## config.mk

```make
export PLATFORM = sky130hd
export DESIGN_NAME = imem_loader
export DESIGN_NICKNAME = d
export VERILOG_FILES = /design/src/rtl/imem_loader_pkg.sv /design/src/rtl/imem_loader_byte_packer.sv /design/src/rtl/imem_loader.sv
export SDC_FILE = /design/constraint.sdc
export NUM_CORES = 1
export LEC_CHECK = 0
export CORE_AREA = 2 2 90 92
export DETAILED_ROUTE_END_ITERATION = 6
export DIE_AREA = 0 0 92 94
export HOLD_SLACK_MARGIN = 0.02
export PLACE_DENSITY = 0.83
export SLEW_MARGIN = 15
export SYNTH_ARGS = -nofsm -noshare
export SYNTH_HDL_FRONTEND = slang
export SYNTH_SLANG_ARGS = --single-unit
```

## constraint.sdc

```tcl
create_clock -name clk -period 1.6 [get_ports clk]
set_input_delay 0.16 -clock clk [delete_from_list [all_inputs] [get_ports clk]]
set_output_delay 0.16 -clock clk [all_outputs]
set_load 0.01 [all_outputs]
```

## src/rtl/imem_loader_pkg.sv

```systemverilog
// imem_loader_pkg
//   Shared definitions for the instruction-memory program loader.
//   - loader_state_t : loader FSM states
//   - WORD_BYTES     : bytes per MIPS instruction word
//   - BYTE_WIDTH     : bits per stream byte
//   - WORD_WIDTH     : bits per instruction word
//   Byte order: the stream is big-endian. The first byte of a word ends up
//   in bits [31:24] and the last byte in bits [7:0].
package imem_loader_pkg;

    localparam int WORD_BYTES = 4;
    localparam int BYTE_WIDTH = 8;
    localparam int WORD_WIDTH = WORD_BYTES * BYTE_WIDTH;

    // Set when the first byte of a word is the most significant one.
    localparam bit FIRST_BYTE_IS_MSB = 1'b1;

    typedef enum logic [2:0] {
        IDLE,
        LOAD,
        WRITE,
        DONE,
        ERR
    } loader_state_t;

endpackage

```

## src/rtl/imem_loader_byte_packer.sv

```systemverilog
// byte_packer
//   Packs bytes big-endian into a 32-bit word by shifting each new byte in
//   at the least significant end.
//   Ports:
//     clk       in   clock
//     rst       in   synchronous active-low reset
//     shift_en  in   accept byte_in this cycle
//     clear     in   drop any partial word and reset the byte index
//     byte_in   in   stream byte
//     word_out  out  word as it stands after shifting in byte_in
//     full      out  byte_in is the fourth byte of the word (index==3 on shift)
module byte_packer
    import imem_loader_pkg::*;
(
    input  logic                  clk,
    input  logic                  rst,
    input  logic                  shift_en,
    input  logic                  clear,
    input  logic [BYTE_WIDTH-1:0] byte_in,
    output logic [WORD_WIDTH-1:0] word_out,
    output logic                  full
);

    // Only the three bytes that precede the final one need storing; the
    // fourth is combined directly into word_out on the cycle it arrives.
    logic [WORD_WIDTH-BYTE_WIDTH-1:0] shift_reg;
    logic [1:0]                       idx_reg;
    logic [WORD_WIDTH-1:0]            shifted;

    genvar gi;
    generate
        for (gi = 0; gi < WORD_BYTES; gi++) begin : g_lane
            if (gi == 0) begin : g_new
                assign shifted[BYTE_WIDTH-1:0] = byte_in;
            end else begin : g_old
                assign shifted[gi*BYTE_WIDTH +: BYTE_WIDTH] =
                    shift_reg[(gi-1)*BYTE_WIDTH +: BYTE_WIDTH];
            end
        end
    endgenerate

    assign word_out = shifted;
    assign full     = shift_en && (idx_reg == 2'(WORD_BYTES - 1));

    always_ff @(posedge clk) begin
        if (!rst || clear) begin
            shift_reg <= '0;
            idx_reg   <= '0;
        end else if (shift_en) begin
            shift_reg <= shifted[WORD_WIDTH-BYTE_WIDTH-1:0];
            idx_reg   <= idx_reg + 2'd1;
        end
    end

endmodule

```

## src/rtl/imem_loader.sv

```systemverilog
// imem_loader
//   Streams a program into instruction memory and holds the CPU in reset
//   until a complete program has been written.
//   Ports:
//     clk, rst         clock; synchronous active-low reset
//     start            one-cycle pulse, begins a load at word 0
//     in_valid/ready   byte stream handshake; in_data byte, in_last final byte
//     mem_we/addr/wdata  one-cycle instruction-memory write per word
//     cpu_hold         high keeps the datapath in reset
//     done / error     level status of the last load
//     word_count       words written by the current or last load
module imem_loader
    import imem_loader_pkg::*;
#(
    parameter int ADDR_WIDTH = 8
) (
    input  logic                  clk,
    input  logic                  rst,
    input  logic                  start,
    input  logic                  in_valid,
    output logic                  in_ready,
    input  logic [BYTE_WIDTH-1:0] in_data,
    input  logic                  in_last,
    output logic                  mem_we,
    output logic [ADDR_WIDTH-1:0] mem_addr,
    output logic [WORD_WIDTH-1:0] mem_wdata,
    output logic                  cpu_hold,
    output logic                  done,
    output logic                  error,
    output logic [ADDR_WIDTH:0]   word_count
);

    loader_state_t         state_reg, state_next;
    logic [ADDR_WIDTH-1:0] addr_reg;
    logic [ADDR_WIDTH:0]   count_reg;
    logic [ADDR_WIDTH:0]   count_inc;
    logic                  last_reg;
    logic [ADDR_WIDTH-1:0] mem_addr_reg;
    logic [WORD_WIDTH-1:0] mem_wdata_reg;

    logic                  pk_shift;
    logic                  pk_clear;
    logic                  pk_full;
    logic [WORD_WIDTH-1:0] pk_word;
    logic                  load_start;
    logic                  word_latch;

    // A byte transfers whenever LOAD sees in_valid (in_ready is the LOAD decode).
    assign pk_shift  = (state_reg == LOAD) && in_valid;
    assign count_inc = count_reg + 1'b1;

    byte_packer u_packer (
        .clk      (clk),
        .rst      (rst),
        .shift_en (pk_shift),
        .clear    (pk_clear),
        .byte_in  (in_data),
        .word_out (pk_word),
        .full     (pk_full)
    );

    always_comb begin
        state_next = state_reg;
        in_ready   = 1'b0;
        mem_we     = 1'b0;
        cpu_hold   = 1'b1;
        done       = 1'b0;
        error      = 1'b0;
        pk_clear   = 1'b0;
        load_start = 1'b0;
        word_latch = 1'b0;
        case (state_reg)
            IDLE: begin
                if (start) begin
                    state_next = LOAD;
                    load_start = 1'b1;
                    pk_clear   = 1'b1;
                end
            end
            LOAD: begin
                in_ready = 1'b1;
                if (pk_full) begin
                    word_latch = 1'b1;
                    state_next = WRITE;
                end else if (pk_shift && in_last) begin
                    // Program ended mid-word: drop the partial word.
                    pk_clear   = 1'b1;
                    state_next = ERR;
                end
            end
            WRITE: begin
                mem_we = 1'b1;
                if (last_reg) begin
                    state_next = DONE;
                end else if (count_inc[ADDR_WIDTH]) begin
                    // Memory is full and no in_last yet: the next write would wrap.
                    state_next = ERR;
                end else begin
                    state_next = LOAD;
                end
            end
            DONE: begin
                done     = 1'b1;
                cpu_hold = 1'b0;
                if (start) begin
                    state_next = LOAD;
                    load_start = 1'b1;
                    pk_clear   = 1'b1;
                end
            end
            ERR: begin
                error = 1'b1;
                if (start) begin
                    state_next = LOAD;
                    load_start = 1'b1;
                    pk_clear   = 1'b1;
                end
            end
            default: state_next = IDLE;
        endcase
    end

    always_ff @(posedge clk) begin
        if (!rst) begin
            state_reg     <= IDLE;
            addr_reg      <= '0;
            count_reg     <= '0;
            last_reg      <= 1'b0;
            mem_addr_reg  <= '0;
            mem_wdata_reg <= '0;
        end else begin
            state_reg <= state_next;
            if (load_start) begin
                addr_reg  <= '0;
                count_reg <= '0;
            end
            // Capture address and data one cycle early so both are stable
            // for the whole write cycle and held afterwards.
            if (word_latch) begin
                mem_addr_reg  <= addr_reg;
                mem_wdata_reg <= pk_word;
                last_reg      <= in_last;
            end
            if (mem_we) begin
                addr_reg  <= addr_reg + 1'b1;
                count_reg <= count_inc;
            end
        end
    end

    assign mem_addr   = mem_addr_reg;
    assign mem_wdata  = mem_wdata_reg;
    assign word_count = count_reg;

endmodule

```

==> reports/metrics.cfg, run 1 <==
[yosys]
synthesis.area_um2 = 3410
synth_nets = 448
netlist_instances = 432
synth_warnings = 0
synth_edf_count = 0
ys_types = 44
synth.avg_cell_area_um2 = 7.90
yosysSeqAreaShare_pct = 51.0
synth_seq_cells = 87
ys_async_sr_fraction_pct = 0
ys.flop_type = dfxtp_1

[die]
die-width_um = 92
start_util_pct = 44.9
rows = 32
die_area_um2 = 8650
core_um2 = 7610
io_pins = 67
die_h_um = 94

[clock_tree]
tritoncts.num_buffers = 9
cts_tree = yes
insertion_delay_ps = 350
clk_pin_slew_ps = 100
cts.path.max_buffers = 2
clock-sinks = 87
root_buffer = clkbuf_8
holdBufCountCts = 0
htreeDepth = 3

[layout]
postLayoutCellArea_um2 = 4850
nets = 528
final_common_cell = nand2_1
diodes = 0
layout_common_cells = nand2_1 (139), dfxtp_1 (82), a21oi_1 (68)
synthToLayoutAreaGrowth_pct = 42.1
drive_gt1_share_pct = 15.7
largest_reg_flops = 32

[sta]
rsz0062_at_grt = yes
timing.final.crit_share_pct = 104
hold_ws_ps = 388
finalSetupViolations = 5
maxSlewHeadroom_pct = 78.1
setup_tns_ps = -109
fin_crit_ps = 1670
setup_ws_ps = -71.4
clock.fmax_mhz = 598
finalMaxSlewViolations = 0
tightest_slew_ps = 328
skew_ps = 12.9
final-hold-violation-count = 0

[worst_setup_path]
cp.required_ps = 1870
crit_path_max_fanout = 7
critPathKind = register to register
end_kind = register
crit_arrival_ps = 1940
start_kind = register

[global_route]
grt_overflow = 0
grt_util_all_layers_pct = 19.1
grt_max_degree = 58
grt_pass1_wl_um = 13500
grt_pass1_vias = 3037
grt_antenna_before_repair = 0

[place]
place_area_um2 = 4290
hpwl_um = 5580
post-place-ws_ps = -263
place_congestion = 0.827
portBuffers = 66

[detailed_routing]
ant_nets = 0
drt-total-wl_um = 9410
via_count = 3384
wl_met2_um = 4520
highest_layer = met4
route.met3.wl_um = 624
wl_per_cell_um = 15.2
drc_errors = 2
vias_per_cell = 5.47
first_iter_violations = 259
met1Wirelength_um = 4110
dr.pass1.iters = 7

[pwr]
p_total_mw = 3.99
ir_worst_vdd_mv = 0.531
cellLeakagePower_nw = 1.65
powerDensity_nw_per_um2 = 823

[status]
status = finished with violations
violations = DRC, setup timing

[worst_hold_path]
min_path_type = input port to register

[job]
drv_cap = 0

-- synthesized netlist by cell type, drive strengths merged (3+ instances only) --
| library cell | instances | area (um2) |
|---|---|---|
| nand2 | 144 | 541 |
| ha | 3 | 37.5 |
| nor2 | 16 | 60.1 |
| a21oi | 77 | 385 |
| o21a | 3 | 22.5 |
| nand3b | 4 | 30.0 |
| or4 | 4 | 33.8 |
| buf | 8 | 53.8 |
| nand3 | 9 | 45.0 |
| and2 | 3 | 18.8 |
| inv | 3 | 11.3 |
| dfxtp | 87 | 1740 |
| clkbuf | 22 | 82.6 |
| nor3 | 3 | 15.0 |
| o21ai | 11 | 55.1 |
| a311oi | 3 | 26.3 |
-- kinds of logic after synthesis --
logic type | synth area share (%)
AOI/OAI and AO/OA | 18.0
xor gates and xnor gates | 0.513
adders and majority gates | 1.10
buffers and inverters | 4.32
DFF | 51.0
muxes | 0.293
and+or+nand+nor | 24.7
-- critical path: stages (launching register included) --
cell and delay [ps]:
dfxtp_2 330, or3b_4 410, buf_6 150, or4_4 520
o31ai_2 180
-- layout make-up --
type	count	area [um2]
inverter	3	11.3
tap	102	128
clock buffer	10	128
sequential	87	1750
clock inverter	6	77.6
fill	614	2760
multi-input combinational	312	1630
timing repair buffer	99	1130
-- through the flow --
stage                     util (%)  cells
after detailed placement      56.4    591
after floorplan                  -    432
final                         63.8    619
after global routing          63.8    619
after global placement        56.4    591
after CTS                     59.9    609
-- power by group --
part	switching, mW	total (mW)	internal, mW
clock	0.828	1.58	0.750
sequential	0.00733	2.18	2.17
combinational	0.134	0.235	0.101
-- worst paths after layout --
kind	from	endpoint	slack (ps)	cells past startpoint
hold / removal	in_data[4]	u_packer.shift_reg[4]$_SDFFE_PP0N_	390	3
setup reg to reg	state_reg[0]$_SDFFE_PN0P_	word_count[7]$_SDFFE_PN0P_	-70	4
setup / recovery	state_reg[0]$_SDFFE_PN0P_	word_count[7]$_SDFFE_PN0P_	-70	4
hold reg to reg	mem_addr[5]$_SDFFE_PN0P_	mem_addr[5]$_SDFFE_PN0P_	460	2
-- layer usage --
layer  GRT usage [%]  vias to the layer above
li1                -                     1619
met1            25.1                     1604
met3            2.73                       15
met4            8.08                        0
met5               0                        -
met2            31.7                      146
-- timing repair --
action,in CTS,in global routing
endpoints found under the setup margin,61,82
cloned,0,9
pin swaps,2,11
endpoints found under the hold margin,0,0
resized for setup,23,33
buffers inserted,2,2
No activity file was read; power rests on OpenSTA's default activity.
==> run 2, diff against run 1 <==
==> constraint.sdc (replaced) <==
create_clock -name clk -period 1.6 [get_ports clk]
set_input_delay 0.48 -clock clk [delete_from_list [all_inputs] [get_ports clk]]
set_output_delay 0.48 -clock clk [all_outputs]
set_load 0.01 [all_outputs]
==> run 2 against run 1 <==
Against the previous run: the run ends with setup timing left; wire length is 43% higher; sequential share of layout area down 5.2 points; clock skew grew 11 ps; first-iteration DRC count increased by 26%; flip-flop and latch count unchanged; combinational power up 52%; maximum frequency down 9.4%; critical endpoint is now u_packer.shift_reg[23]$_SDFFE_PP0N_; largest power group unchanged; highest routed layer unchanged.
==> reports/metrics.cfg, run 2 (synthesis gave the netlist of run 1 again) <==
[status]
status = finished with violations
violations = setup timing

[sta]
clock.fmax_mhz = 542
tightest_slew_ps = 359
maxSlewHeadroom_pct = 76.0
setup_ws_ps = -245
fin_crit_ps = 1850
finalSetupViolations = 78
rsz0062_at_grt = yes
skew_ps = 24.0
finalMaxSlewViolations = 0
timing.final.crit_share_pct = 115
final-hold-violation-count = 0

[layout]
nets = 549
layout_common_cells = nand2_1 (91), dfxtp_1 (79), a21oi_2 (63)
fillCellCount = 450
largest_reg_flops = 32
regArea_um2 = 1750
synthToLayoutAreaGrowth_pct = 66.7
diodes = 0
final_core_util_pct = 74.8
multiInputGateArea_um2 = 2260
drive_gt1_share_pct = 42.0
fin_cells = 640
final_common_cell = nand2_1

[place]
hpwl_um = 5750
placed_cells = 599
place_congestion = 0.760
portBuffers = 66

[worst_hold_path]
hold_depth = 2
min_to = mem_wdata[0]$_SDFFE_PN0P_
min_from = mem_wdata[0]$_SDFFE_PN0P_
min_path_type = register to register

[detailed_routing]
first_iter_violations = 327
drt-total-wl_um = 13500
wl_per_cell_um = 21.1
drc_errors = 0
vias_per_cell = 5.94
dr.pass1.iters = 5
via_count = 3802
ant_nets = 0

[clock_tree]
cts.path.max_buffers = 2
clk_pin_slew_ps = 110
clock-sinks = 87
tritoncts.num_buffers = 9
root_buffer = clkbuf_8
insertion_delay_ps = 380
cts_tree = yes
htreeDepth = 3

[worst_setup_path]
cp.required_ps = 1880
crit_chain = buf_6 -> buf_6 -> nor4bb_4 -> buf_4 -> nand3b_1 -> nand2_4 -> clkbuf_16 -> a21oi_2
cp_num_buf_inv = 4
crit_path_max_fanout = 6
rrSetupSlack_ps = -250
crit_arrival_ps = 2120
slowest_stage = dfxtp_2
crit_path_max_incr_delay_ps = 330
path_delay_family = simple AND/OR/NAND/NOR gates
start_kind = register
end_kind = register
crit_path_frequent_cell = buf_6
reg2reg_from = state_reg[1]$_SDFFE_PN0P_
reg2reg_depth = 8
critPathKind = register to register
reg2reg_to = u_packer.shift_reg[23]$_SDFFE_PP0N_

[die]
start_util_pct = 44.9
io_pins = 67
rows = 32
die_area_um2 = 8650
core_um2 = 7610
die_h_um = 94
die-width_um = 92

[pwr]
powerDensity_nw_per_um2 = 714
cellLeakagePower_nw = 2.39
ir_worst_vdd_mv = 0.451

[global_route]
grt_util_all_layers_pct = 23.0
grt_overflow = 0
grt_pass1_vias = 3333
grt_antenna_before_repair = 0
grt_pass1_wl_um = 15900
grt_max_degree = 27

[job]
drv_cap = 0

-- run 2: how the worst max path moves through the flow --
stage / startpoint / to / depth (start not counted)
floorplan: state_reg[2]$_SDFFE_PN0P_ / word_count[7]$_SDFFE_PN0P_ / 6
global placement: start / u_packer.idx_reg[0]$_SDFFE_PP0N_ / 6
detailed placement: start / u_packer.idx_reg[0]$_SDFFE_PP0N_ / 6
CTS: state_reg[2]$_SDFFE_PN0P_ / in_ready / 3
global route: state_reg[1]$_SDFFE_PN0P_ / u_packer.shift_reg[1]$_SDFFE_PP0N_ / 8
finish: state_reg[1]$_SDFFE_PN0P_ / u_packer.shift_reg[23]$_SDFFE_PP0N_ / 8
-- run 2: timing repair --
action                                  4_1_cts  5_1_grt
cloned                                        3        9
endpoints found under the setup margin      138       83
pin swaps                                     7       84
buffers inserted                              9        4
gates resized for setup                     116      190
hold buffers                                  0        0
-- run 2: routing by layer --
| layer | part of all wire [%] | global-route usage, % |
|---|---|---|
| met4 | 5.8 | 12.4 |
| met1 | 38 | 28.8 |
| met3 | 7.3 | 3.45 |
| met5 | 0 | 0 |
| met2 | 49 | 38.2 |
-- run 2: where the power goes --
| group | switching, mW | leakage (nW) | internal, mW |
|---|---|---|---|
| sequential | 0.0110 | 0.705 | 2.17 |
| combinational | 0.194 | 1.59 | 0.164 |
| clock | 0.894 | 0.0952 | 0.630 |
-- run 2: area by class of cell --
class / count / share of cell area [%]
clock buffers: 10 / 2.42
clock inverters: 6 / 0.879
inverters: 3 / 0.198
multi-input cells: 312 / 39.7
flip-flops and latches: 87 / 30.8
well taps: 102 / 2.24
repair buffers: 120 / 23.7
-- run 2: worst reg2reg max path, stage by stage, from the launching register on --
cell       delay (ps)
dfxtp_2           330
buf_6             130
buf_6             120
nor4bb_4          330
buf_4             170
nand3b_1          180
nand2_4           230
clkbuf_16         210
a21oi_2            50
-- run 2: per-stage QoR --
stage / instance area [um2] / TNS (ps) / total power, mW / worst slack (ps) / hold WS (ps)
floorplan: 3430 / -1130 / 2.34 / -76.6 / 432
global placement: 4330 / -40410 / 2.45 / -530 / 442
detailed placement: 4330 / -42480 / 2.46 / -552 / 448
CTS: 4730 / -1250 / 3.94 / -198 / 451
global route: 5690 / -14280 / 4.15 / -272 / 482
finish: 5690 / -10240 / 4.07 / -245 / 466
==> edit, RTL diff (settings of run 1) <==
`BYTE_WIDTH`: 8 -> 10.
--- a/src/rtl/imem_loader_pkg.sv
+++ b/src/rtl/imem_loader_pkg.sv
@@ -11,3 +11,3 @@
     localparam int WORD_BYTES = 4;
-    localparam int BYTE_WIDTH = 8;
+    localparam int BYTE_WIDTH = 10;
     localparam int WORD_WIDTH = WORD_BYTES * BYTE_WIDTH;
Ports: changed (resized in_data and mem_wdata); port bits go from 67 to 77. No check against the original RTL was run, so the function may have changed too.
==> edit against run 1 <==
- the flow finishes with violations (setup timing)
- critical endpoint is now word_count[6]
- area after synthesis increased by 14%
- largest power group unchanged
- synthesized cell count increased by 14%
- clock skew increased by 0.00068 ns
- largest cell class unchanged
- cell area increased by 9.6%
- setup slack improved by 0.034 ns
- sequential cell count increased by 14
- wire length increased by 13%
- clock power increased by 6%
- hold slack got worse by 0.014 ns
- non-clock buffer count increased by 10
- total power increased by 13%
==> edit: results (changes against run 1) <==
** Placed design
- The number of buffers added on ports is 76 (+15%).
- The final weighted congestion in routability-driven placement came to 0.8180 (-1.1%).
- The minimum setup slack after placement is -0.2640 ns (-0.0009900 ns).
- Post-DP HPWL :: 6593 µm (+18%)

** Power
- Leakage component of the power :: 1.826 nW (+11%)
- The peak supply drop is 0.6348 mV (+20%).

** Layout
- Bufs w/o clock :: 109 (+10%)
- Fraction of standard cell area in multi-input logic :: 0.3360 (about the same)
- Relative area of non-clock buffer cells in the final design :: 0.2179 (-0.01471)
- Area occupied by registers :: 2024 µm² (+16%)
- Comb_multi_in :: 354 (+13%)
- Share of cells above drive strength 1 :: 0.1269 (-0.02974)
- Final-layout clock-cell area share :: 0.03929 (-0.002996)
- The number of clock buffers in the layout came to 11 (+1).

** Setup path
- The kind of cell with the highest combined delay along the critical path is compound AO/OA/AOI/OAI gates.
- Slowest library cell on the worst path :: sky130_fd_sc_hd__or3b_4
- Max FO, Critical Path :: 6 (-1)
- Longest individual stage delay on the worst path :: 0.43 ns (-0.09 ns)

** Clock network
- The count of instances resized after the clock tree is built was 18 (-22%).
- The insertion delay to the later sink of the worst-skew pair was 0.38 ns (+0.03 ns).
- The post-CTS setup-driven buffer insertion count is 0 (-2).
- CTS sink cnt :: 101 (+16%)

** Global routing
- The number of global-route vias before repair is 3486 (+15%).
- Global-route wire length before repair :: 16180 µm (+19%)

** STA
- The setup skew after layout was 0.01363 ns (+0.0006802 ns).
- The count of final setup violators came to 4 (-1).
- Smallest setup slack after layout :: -0.03703 ns (+0.03435 ns)
- Max-slew headroom :: 0.7766 (-0.004570)

** Synthesis
- The total nets after synthesis was 512 (+14%).
- Distinct cell type count after synthesis :: 46 (+4.5%)

** Drt
- Vias per cell :: 5.556 (+1.6%)
- Drt first-iter violations :: 294 (+14%)

** Outcome
- The run finished, with violations left.
- The checks that failed: setup timing.
edit: cell types whose count changed after synthesis, sizes merged, moves of 2 or more:
cell / run 1 / this run
nand2: 144 / 173
dfxtp: 87 / 101
a21oi: 77 / 90
buf: 8 / 16
clkbuf: 22 / 20
edit: power breakdown:
part           total, W  internal (W)  leakage (nW)  switching, W
Combinational  0.000292      0.000135         0.901      0.000158
Sequential      0.00253       0.00252         0.815    0.00000766
Clock           0.00168      0.000812         0.110      0.000872
edit: final timing paths:
check	from	slack, ns	depth (start not counted)	endpoint
setup / recovery	state_reg[1]	-0.04	5	word_count[6]
hold / removal	in_data[6]	0.37	3	mem_wdata[6]
hold reg to reg	u_packer.shift_reg[23]	0.46	2	mem_wdata[33]
setup reg to reg	state_reg[1]	-0.04	5	word_count[6]
edit: cells by family (layout without fill, tap and decap cells):
logic type,count (synthesis),in the layout,synth area share
simple gates,226,226,0.2450
compound gates,122,122,0.1739
flops,101,101,0.5176
buf+inv,39,128,0.04676
fa+ha+maj,3,3,0.009610
xor+xnor,2,2,0.004485
mux,1,1,0.002563
edit: per-stage QoR:
stage	total power (W)	std cells	util	setup TNS [ns]	area [µm²]
after floorplan	0.002713	494	-	-0.4334	3914
after global placement	0.002827	664	0.6462	-13.52	4916
after detailed placement	0.002834	664	0.6462	-17.27	4916
after CTS	0.004461	680	0.6760	-0.1243	5142
after global routing	0.004640	685	0.6990	-1.966	5318
final	0.004506	685	0.6990	-0.07938	5318
edit: metal layers:
| layer | GRT usage | share of wire |
|---|---|---|
| met5 | 0 | 0 |
| met4 | 0.07463 | 0.022 |
| met3 | 0.06340 | 0.072 |
| met2 | 0.3848 | 0.47 |
| met1 | 0.2975 | 0.43 |
